==> src/rtl/mem_arbiter_pkg.sv <==
// -----------------------------------------------------------------------------
// mem_arbiter_pkg
// Shared definitions for the data-memory arbiter:
//   - FSM state encodings (ST_IDLE=0, ST_ACCESS=1, ST_RESP=2)
//   - default CORE_COUNT / ADDR_W / WIDTH
//   - latency counter load helper
// Optional feature macro used by the importing files: MEM_ARB_ROUND_ROBIN_EN
// -----------------------------------------------------------------------------
package mem_arbiter_pkg;

  typedef enum logic [1:0] {
    ST_IDLE   = 2'd0,
    ST_ACCESS = 2'd1,
    ST_RESP   = 2'd2
  } state_t;

  localparam int DEF_WIDTH      = 32;
  localparam int DEF_CORE_COUNT = 4;
  localparam int DEF_ADDR_W     = 16;
  localparam int LAT_CNT_W      = 2;

  // Down-counter load value: ACCESS lasts read_latency cycles, the last one
  // being the cycle in which the counter reads zero.
  function automatic logic [LAT_CNT_W-1:0] lat_load(input int read_latency);
    return LAT_CNT_W'(read_latency - 1);
  endfunction

endpackage

==> src/rtl/mem_arbiter_rr_grant.sv <==
// -----------------------------------------------------------------------------
// rr_grant
// Combinational grant picker for mem_arbiter.
// Ports:
//   request      in   CORE_COUNT  per-core request vector
//   pointer      in   IDX_W       last granted index (only with MEM_ARB_ROUND_ROBIN_EN)
//   grant_idx    out  IDX_W       chosen core
//   grant_valid  out  1           any request present
// MEM_ARB_ROUND_ROBIN_EN defined   : search starts at pointer+1, wrapping.
// MEM_ARB_ROUND_ROBIN_EN undefined : fixed priority, lowest index wins.
// -----------------------------------------------------------------------------
module rr_grant
  import mem_arbiter_pkg::*;
#(
  parameter int CORE_COUNT = DEF_CORE_COUNT,
  parameter int IDX_W      = $clog2(DEF_CORE_COUNT)
) (
  input  logic [CORE_COUNT-1:0] request,
`ifdef MEM_ARB_ROUND_ROBIN_EN
  input  logic [IDX_W-1:0]      pointer,
`endif
  output logic [IDX_W-1:0]      grant_idx,
  output logic                  grant_valid
);

  assign grant_valid = |request;

`ifdef MEM_ARB_ROUND_ROBIN_EN
  // Requesters strictly above the pointer take precedence; if none exist the
  // search wraps around to the lowest requesting index.
  logic [CORE_COUNT-1:0] above_ptr;

  generate
    for (genvar gi = 0; gi < CORE_COUNT; gi++) begin : g_above
      assign above_ptr[gi] = request[gi] & (IDX_W'(gi) > pointer);
    end
  endgenerate

  always_comb begin
    grant_idx = '0;
    for (int i = CORE_COUNT - 1; i >= 0; i--) begin
      if (request[i]) grant_idx = IDX_W'(i);
    end
    for (int i = CORE_COUNT - 1; i >= 0; i--) begin
      if (above_ptr[i]) grant_idx = IDX_W'(i);
    end
  end
`else
  always_comb begin
    grant_idx = '0;
    for (int i = CORE_COUNT - 1; i >= 0; i--) begin
      if (request[i]) grant_idx = IDX_W'(i);
    end
  end
`endif

endmodule

==> src/rtl/mem_arbiter.sv <==
// -----------------------------------------------------------------------------
// mem_arbiter
// Shares one single-port RAM between CORE_COUNT cores. One transaction at a
// time: IDLE (grant + register RAM controls) -> ACCESS (write 1 cycle, read
// READ_LATENCY cycles) -> RESP (one-cycle response pulse) -> IDLE.
// Ports:
//   clk, rst_n       clock, asynchronous active-low reset
//   core_request     per-core level request, held until response
//   core_wren        per-core 1=write / 0=read
//   core_address     flattened per-core address, core i at [i*WIDTH +: WIDTH]
//   core_writedata   flattened per-core write data
//   core_response    one-cycle completion pulse to the granted core
//   core_readdata    broadcast read data, valid during the response pulse
//   ram_address      RAM address (low ADDR_W bits of the core address)
//   ram_writedata    RAM write data
//   ram_wren         RAM write strobe, high for the single write ACCESS cycle
//   ram_readdata     RAM read data, sampled READ_LATENCY edges after
//                    ram_address is presented
//   busy             high whenever the FSM is not in IDLE
// Macro MEM_ARB_ROUND_ROBIN_EN selects round-robin arbitration; otherwise
// fixed priority (lowest index wins).
// -----------------------------------------------------------------------------
module mem_arbiter
  import mem_arbiter_pkg::*;
#(
  parameter int WIDTH        = DEF_WIDTH,
  parameter int CORE_COUNT   = DEF_CORE_COUNT,
  parameter int IDX_W        = $clog2(DEF_CORE_COUNT),
  parameter int ADDR_W       = DEF_ADDR_W,
  parameter int READ_LATENCY = 1
) (
  input  logic                        clk,
  input  logic                        rst_n,
  input  logic [CORE_COUNT-1:0]       core_request,
  input  logic [CORE_COUNT-1:0]       core_wren,
  input  logic [CORE_COUNT*WIDTH-1:0] core_address,
  input  logic [CORE_COUNT*WIDTH-1:0] core_writedata,
  output logic [CORE_COUNT-1:0]       core_response,
  output logic [WIDTH-1:0]            core_readdata,
  output logic [ADDR_W-1:0]           ram_address,
  output logic [WIDTH-1:0]            ram_writedata,
  output logic                        ram_wren,
  input  logic [WIDTH-1:0]            ram_readdata,
  output logic                        busy
);

  state_t                 state_reg, state_next;
  logic [IDX_W-1:0]       gnt_reg;
  logic [LAT_CNT_W-1:0]   lat_cnt_reg;
  logic [ADDR_W-1:0]      ram_address_reg;
  logic [WIDTH-1:0]       ram_writedata_reg;
  logic                   ram_wren_reg;
  logic [WIDTH-1:0]       core_readdata_reg;
  logic [CORE_COUNT-1:0]  core_response_reg;

  logic [IDX_W-1:0]       pick_idx;
  logic                   pick_valid;
  logic                   access_done;

  // Per-core views of the flattened buses. Only the low ADDR_W address bits
  // reach the RAM, so accesses wrap modulo 2^ADDR_W.
  logic [ADDR_W-1:0]      addr_lo   [CORE_COUNT];
  logic [WIDTH-1:0]       wdata_arr [CORE_COUNT];
  logic [CORE_COUNT*(WIDTH-ADDR_W)-1:0] unused_addr_hi;

  generate
    for (genvar gi = 0; gi < CORE_COUNT; gi++) begin : g_unpack
      assign addr_lo[gi]   = core_address[gi*WIDTH +: ADDR_W];
      assign wdata_arr[gi] = core_writedata[gi*WIDTH +: WIDTH];
      assign unused_addr_hi[gi*(WIDTH-ADDR_W) +: (WIDTH-ADDR_W)] =
        core_address[gi*WIDTH + ADDR_W +: (WIDTH-ADDR_W)];
    end
  endgenerate

`ifdef MEM_ARB_ROUND_ROBIN_EN
  logic [IDX_W-1:0] ptr_reg;
`endif

  rr_grant #(
    .CORE_COUNT (CORE_COUNT),
    .IDX_W      (IDX_W)
  ) u_rr_grant (
    .request     (core_request),
`ifdef MEM_ARB_ROUND_ROBIN_EN
    .pointer     (ptr_reg),
`endif
    .grant_idx   (pick_idx),
    .grant_valid (pick_valid)
  );

  // ram_wren_reg is high for the whole (single-cycle) write ACCESS, so it
  // doubles as the "this transaction is a write" flag.
  assign access_done = ram_wren_reg || (lat_cnt_reg == '0);

  // ---------------- FSM ----------------
  always_ff @(posedge clk or negedge rst_n) begin
    if (!rst_n) begin
      state_reg <= ST_IDLE;
    end else begin
      state_reg <= state_next;
    end
  end

  always_comb begin
    state_next = state_reg;
    case (state_reg)
      ST_IDLE:   if (pick_valid) state_next = ST_ACCESS;
      ST_ACCESS: if (access_done) state_next = ST_RESP;
      ST_RESP:   state_next = ST_IDLE;
      default:   state_next = ST_IDLE;
    endcase
  end

  // ---------------- datapath ----------------
  always_ff @(posedge clk or negedge rst_n) begin
    if (!rst_n) begin
      gnt_reg           <= '0;
      lat_cnt_reg       <= '0;
      ram_address_reg   <= '0;
      ram_writedata_reg <= '0;
      ram_wren_reg      <= 1'b0;
      core_readdata_reg <= '0;
      core_response_reg <= '0;
`ifdef MEM_ARB_ROUND_ROBIN_EN
      ptr_reg           <= IDX_W'(CORE_COUNT - 1);
`endif
    end else begin
      core_response_reg <= '0;
      case (state_reg)
        ST_IDLE: begin
          if (pick_valid) begin
            gnt_reg           <= pick_idx;
            ram_address_reg   <= addr_lo[pick_idx];
            ram_writedata_reg <= wdata_arr[pick_idx];
            ram_wren_reg      <= core_wren[pick_idx];
            lat_cnt_reg       <= lat_load(READ_LATENCY);
`ifdef MEM_ARB_ROUND_ROBIN_EN
            ptr_reg           <= pick_idx;
`endif
          end
        end
        ST_ACCESS: begin
          if (access_done) begin
            ram_wren_reg               <= 1'b0;
            core_response_reg[gnt_reg] <= 1'b1;
            if (!ram_wren_reg) core_readdata_reg <= ram_readdata;
          end else begin
            lat_cnt_reg <= lat_cnt_reg - 1'b1;
          end
        end
        default: ;
      endcase
    end
  end

  assign core_response = core_response_reg;
  assign core_readdata = core_readdata_reg;
  assign ram_address   = ram_address_reg;
  assign ram_writedata = ram_writedata_reg;
  assign ram_wren      = ram_wren_reg;
  assign busy          = (state_reg != ST_IDLE);

endmodule

==> config.mk <==
export PLATFORM = sky130hd
export DESIGN_NAME = mem_arbiter
export DESIGN_NICKNAME = d
export VERILOG_FILES = /design/src/rtl/mem_arbiter_pkg.sv /design/src/rtl/mem_arbiter_rr_grant.sv /design/src/rtl/mem_arbiter.sv
export SDC_FILE = /design/constraint.sdc
export NUM_CORES = 1
export LEC_CHECK = 0
export BUFFER_PORTS_ARGS = -buffer_cell sky130_fd_sc_hd__buf_4
export CAP_MARGIN = 10
export CORE_AREA = 10 10 141 143
export DETAILED_ROUTE_END_ITERATION = 10
export DIE_AREA = 0 0 151 153
export PLACE_DENSITY = 0.65
export SLEW_MARGIN = 40
export SYNTH_ARGS = -nofsm -noshare
export SYNTH_HDL_FRONTEND = slang
export SYNTH_HIERARCHICAL = 1
export SYNTH_SLANG_ARGS = --single-unit
export TNS_END_PERCENT = 1
==> constraint.sdc <==
create_clock -name clk -period 1.5 [get_ports clk]
set_input_delay 0.075 -clock clk [delete_from_list [all_inputs] [get_ports clk]]
set_output_delay 0.075 -clock clk [all_outputs]
set_load 0.005 [all_outputs]
==> flow_metrics.tcl, run 1 <==
set metrics [dict create \
    synth.distinct_cells 24 \
    grt_pass1_vias 4864 \
    yosys-top-cells-area "dfrtp_1 (49%), mux4_2 (24%), nand2_1 (12%)" \
    final_cells 969 \
    maxSlewHeadroom_pct 67.0 \
    cp_max_fo 8 \
    worstHoldPathType "primary input to register" \
    synth_common_cells "nand2_1 (154), dfrtp_1 (91), mux4_2 (49)" \
    fillCellCount 1585 \
    async_reset_ff_share_pct 100 \
    reg2reg_to "core_readdata[29]$_DFFE_PN0P_" \
    synthFlopType "dfrtp_1" \
    max_freq_mhz 636 \
    start_kind "register" \
    cts_root_buffer "clkbuf_16" \
    seq_area_um2 2280 \
    grt_pass1_wl_um 28200 \
    clk_latency_ns 0.34 \
    end_kind "register" \
    yosysSeqAreaShare_pct 48.9 \
    p_leak_nw 4.09 \
    die_w_um 151 \
    drv_cap 0 \
    start_util_pct 27.3 \
    setup_ws_ns -0.0714 \
    worstSetupStartpoint "lat_cnt_reg[0]$_DFFE_PN0P_" \
    drc_errors 0 \
    failed_checks "negative setup slack" \
    stdcell_area_um2 8240 \
    yosys.area.top_type "dfrtp_1" \
    hold_viol 0 \
    power.total_w 0.0132 \
    cts_tree "done" \
    synth_top_area_share_pct 48.9 \
    multi_input_area_um2 2300 \
    detail_route.first_pass.iterations 4 \
    syn_nets 678 \
    fin_crit_sh_pct 105 \
    track_usage_pct 15.8 \
    globalplace.congestion 0.813 \
    coreArea_um2 17100 \
    pwr_density_cell_nw_per_um2 1610 \
    ys_warn_count 6 \
    clockBufferDepth 2 \
    reg2reg_slack_ns -0.07 \
    cp.required_ns 1.72 \
    rsz0062_at_grt "yes" \
    skew_ns 0.00933 \
    setup-violations-final 34 \
    cts_made_buffers 9 \
    cts_htree_levels 3 \
    drv_slew 0 \
    diodes 0 \
    num_rows 48 \
    reg2reg_depth 6 \
    area_growth_pct 77.0 \
    syn_inst 379 \
    netlist_area_um2 4650 \
    viasPerCell 4.47 \
    wl_per_cell_um 19.2 \
    die_h_um 153 \
    r2r_start "lat_cnt_reg[0]$_DFFE_PN0P_" \
    totalWireLength_um 18600 \
    cts_sinks 91 \
    synth-edff-count 0 \
    status "finished with violations" \
    antenna_found_initial 0 \
    finalSetupTns_ns -1.51 \
    grt_start_max_net_pins 92 \
    synth_area_per_cell_um2 12.3 \
    nets 1038 \
    arrival_ns 1.79 \
    hpwl_um 14200 \
    endpoint "core_readdata[29]$_DFFE_PN0P_" \
    place_inst 914 \
    vias 4331 \
    drive_gt1_share_pct 60.2 \
    whs_ns 0.137 \
    vdd.ir_drop.worst_mv 0.788 \
    pin_count 384 \
    worst_pin_slew_ns 0.494 \
    clkTransAtPathRegs_ns 0.07 \
    yosysMostFrequentCell "nand2_1" \
    ant_nets 0 \
    drt_iter0_drc 108 \
    io_buffers 319 \
    period_minus_slack_ns 1.57 \
    dieArea_um2 23100 \
    critPathKind "register to register" \
    gr-total-overflow 0 \
    ys_ff_latch 91 \
    placed_cell_area_um2 7440 \
]
## routing by layer
layer | global-route usage [%] | wire, um | vias to the layer above
met1 | 17.8 | 7180 | 2062
met4 | 5.23 | 364 | 0
met3 | 6.41 | 1880 | 23
met2 | 26.3 | 9220 | 203
li1 | - | - | 2043
met5 | 0 | 0 | -
## metrics by stage
stage	util [%]	worst slack, ns
after floorplan	-	-0.00648
after global placement	43.6	-0.142
after detailed placement	43.6	-0.172
after CTS	48.3	-0.0778
after global routing	48.3	-0.111
final	48.3	-0.0714
## area by class of cell
cell class	count	area share, %
multi-input combinational	258	27.9
clock buffer	10	2.78
inverter	4	0.182
sequential	91	27.6
timing repair buffer	375	36.9
clock inverter	6	1.15
tap	225	3.42
## worst min-delay path by stage
stage,slack (ns),cells past startpoint,start,end
floorplan,-0.22,0,rst_n,core_readdata[0]$_DFFE_PN0P_
global placement,0.17,2,rst_n,core_readdata[21]$_DFFE_PN0P_
detailed placement,0.17,2,rst_n,core_readdata[21]$_DFFE_PN0P_
CTS,0.12,4,core_writedata[95],ram_writedata[31]$_DFFE_PN0P_
global route,0.13,4,core_writedata[127],ram_writedata[31]$_DFFE_PN0P_
finish,0.14,4,core_address[1],ram_address[1]$_DFFE_PN0P_
## cells by family after synthesis
kind of cell | synth area share (%)
DFF | 48.9
muxes | 31.5
AOI/OAI and AO/OA | 0.403
buffers and inverters | 3.52
and+or+nand+nor | 15.4
adders and majority gates | 0.269
## critical path, stage by stage, from the launching register on
cell and delay, ns:
dfrtp_1 0.37, inv_1 0.07, ha_2 0.17, nor3b_4 0.23
buf_6 0.16, buf_12 0.15, mux2_4 0.30
## placed cells by master, fill, tap and decap left out, drive strengths merged, types with 3 or more instances in the layout
| cell | instances |
|---|---|
| buf | 342 |
| clkbuf | 10 |
| dfrtp | 91 |
| dlygate4sd3 | 33 |
| inv | 7 |
| mux2 | 32 |
| mux4 | 49 |
| nand2 | 154 |
| nand3 | 3 |
| nor2 | 3 |
| nor3b | 4 |
## power breakdown
part / total, W / switching, W / internal [W] / leakage [nW]
sequential: 0.00433 / 0.000675 / 0.00366 / 1.11
clock: 0.00249 / 0.00101 / 0.00148 / 0.158
combinational: 0.00642 / 0.00268 / 0.00375 / 2.82
total: 0.0132 / 0.00436 / 0.00889 / 4.09
## repair_timing
item	4_1_cts	5_1_grt
hold buffers	33	0
resized for setup	16	6
endpoints found under the hold margin	123	0
buffers inserted	4	1
pin swaps	1	0
endpoints found under the setup margin	33	64
gates cloned	2	0
Power figures use the tool's default switching activity.
==> run 2: changes to the inputs <==
- CORE_AREA: 10 10 141 143 -> 2 2 150 152
- DIE_AREA: 0 0 151 153 -> 0 0 152 154
- PLACE_DENSITY: 0.65 -> 0.53
- clock period: 1.5 -> 1.7 ns (I/O delays scaled with it)
==> run 2 against run 1 <==
The flow now finishes without violations; routed wire length fell by 16%; first-iteration DRC count is 95% higher; highest routed layer unchanged; clock power shrank 17%; critical path type unchanged; clock skew decreased by 0.0030 ns; final cell count grew 4.5%; hold slack better by 0.014 ns; non-clock buffer count shrank 11.
==> flow_metrics.tcl, run 2 (synthesized netlist as in run 1, its figures left out) <==
set metrics [dict create \
    diodes 0 \
    path_cells "inv_1 > ha_1 > nor3b_4 > buf_12 > mux2_2" \
    nets 1027 \
    end_kind "register" \
    pin_count 384 \
    met2_usage_pct 23.9 \
    arrival_ns 1.80 \
    start_kind "register" \
    coreArea_um2 21700 \
    track_usage_pct 13.6 \
    io_buffers 319 \
    fin_crit_sh_pct 93.2 \
    grt_pass1_wl_um 25200 \
    drc_errors 0 \
    seqPwrFrac_pct 34.8 \
    grtUsageMet3_pct 4.20 \
    dieArea_um2 23400 \
    vias 4243 \
    skew_ns 0.00634 \
    seq_area_um2 2280 \
    cts_root_buffer "clkbuf_16" \
    gr-total-overflow 0 \
    maxSlewHeadroom_pct 74.8 \
    path_buf_inv 2 \
    setup-violations-final 0 \
    switching_share_pct 33.2 \
    cp.required_ns 1.92 \
    cts_tree "done" \
    start_util_pct 21.5 \
    p_comb_share_pct 46.3 \
    ant_nets 0 \
    cts_made_buffers 9 \
    critPathKind "register to register" \
    drt_iter0_drc 211 \
    grt_use_met1_pct 16.3 \
    place_inst 964 \
    clkTransAtPathRegs_ns 0.07 \
    wl_per_cell_um 15.5 \
    cts_htree_levels 3 \
    layout_commonest_cell "buf_4" \
    num_rows 54 \
    area_growth_pct 73.6 \
    hold_viol 0 \
    p_sw_w 0.00362 \
    drive_gt1_share_pct 59.3 \
    p_leak_nw 3.95 \
    power.total_w 0.0109 \
    clk_latency_ns 0.33 \
    grt_start_max_net_pins 51 \
    final_cells 1013 \
    final_cell_mix "buf_4 (324), nand2_1 (154), dfrtp_1 (91), mux4_2 (49), dlygate4sd3_1 (33)" \
    hpwl_um 11900 \
    pwr_density_cell_nw_per_um2 1350 \
    drv_cap 0 \
    die_h_um 154 \
    slowest_stage "dfrtp_1" \
    cts_sinks 91 \
    cts_resized 0 \
    detail_route.first_pass.iterations 4 \
    fillCellCount 2165 \
    totalWireLength_um 15700 \
    stdcell_area_um2 8080 \
    whs_ns 0.151 \
    worstHoldPathType "primary input to register" \
    p_int_w 0.00730 \
    clockBufferDepth 2 \
    max_freq_mhz 631 \
    antenna_found_initial 0 \
    viasPerCell 4.19 \
    path_delay_family "flip-flops" \
    placed_cell_area_um2 7450 \
    die_w_um 152 \
    rsz0062_at_grt "no" \
    cpPeakStageDelay_ns 0.39 \
    busiest_layer "met2" \
    drv_slew 0 \
    status "finished clean" \
    vdd.ir_drop.worst_mv 0.410 \
    globalplace.congestion 0.720 \
    multi_input_area_um2 2230 \
    cp_max_fo 32 \
    final_util_pct 37.3 \
    worst_pin_slew_ns 0.378 \
    grt_pass1_vias 4798 \
    clkPwrFrac_pct 18.9 \
    period_minus_slack_ns 1.58 \
]
==> run 2: cell count changes in the layout (fill, tap and decap cells not counted), moves of 2 or more <==
| cell | delta |
|---|---|
| inv_6 | -2 |
| mux2_2 | +16 |
| buf_4 | -6 |
| mux2_4 | -16 |
| buf_12 | -2 |
| buf_6 | -2 |
==> run 2: area by class of cell <==
cell class	instances	area share, %
clock inverter	5	0.759
tap	280	4.34
clock buffer	11	3.00
multi-input combinational	258	27.6
timing repair buffer	364	35.9
inverter	4	0.186
sequential	91	28.2
==> run 2: per-stage QoR <==
step | setup WS, ns | TNS, ns
2_1_floorplan | 0.191 | 0
3_3_place_gp | -0.0146 | -0.0146
3_5_place_dp | -0.0137 | -0.0151
4_1_cts | 0.106 | 0
5_1_grt | 0.0266 | 0
6_report | 0.115 | 0
==> run 2: final timing paths <==
path	to	slack, ns	from	depth (start not counted)
worst max-delay path	core_readdata[3]$_DFFE_PN0P_	0.12	lat_cnt_reg[0]$_DFFE_PN0P_	5
worst min-delay path	ram_writedata[14]$_DFFE_PN0P_	0.15	core_writedata[78]	4
worst max register to register	core_readdata[3]$_DFFE_PN0P_	0.12	lat_cnt_reg[0]$_DFFE_PN0P_	5
worst min register to register	ram_writedata[6]$_DFFE_PN0P_	0.47	ram_writedata[6]$_DFFE_PN0P_	2
max in group asynchronous	core_readdata[21]$_DFFE_PN0P_	0.89	rst_n	3
min in group asynchronous	core_readdata[23]$_DFFE_PN0P_	0.21	rst_n	2
==> run 2: tightest hold or removal path, stage by stage <==
cell and delay, ns:
buf_4 0.07, mux4_2 0.21, nand2_1 0.05, nand2_1 0.04
==> run 2: timing repair <==
item / CTS / global route
hold buffers: 33 / 0
hold endpoints to repair: 57 / 0
buffers inserted: 0 / 0
==> run 2: per-layer routing <==
| metal | vias up | share of wire, % |
|---|---|---|
| met5 | - | 0 |
| li1 | 2023 | - |
| met4 | 0 | 1.1 |
| met2 | 178 | 51 |
| met3 | 12 | 7.0 |
| met1 | 2030 | 41 |
==> run 2: power groups by stage <==
stage / registers [W] / clock network (W) / logic (W)
after floorplan: 0.00388 / 0 / 0.00221
after global placement: 0.00380 / 0 / 0.00508
after detailed placement: 0.00384 / 0 / 0.00511
after CTS: 0.00382 / 0.00218 / 0.00516
after global routing: 0.00397 / 0.00225 / 0.00560
final: 0.00380 / 0.00206 / 0.00505
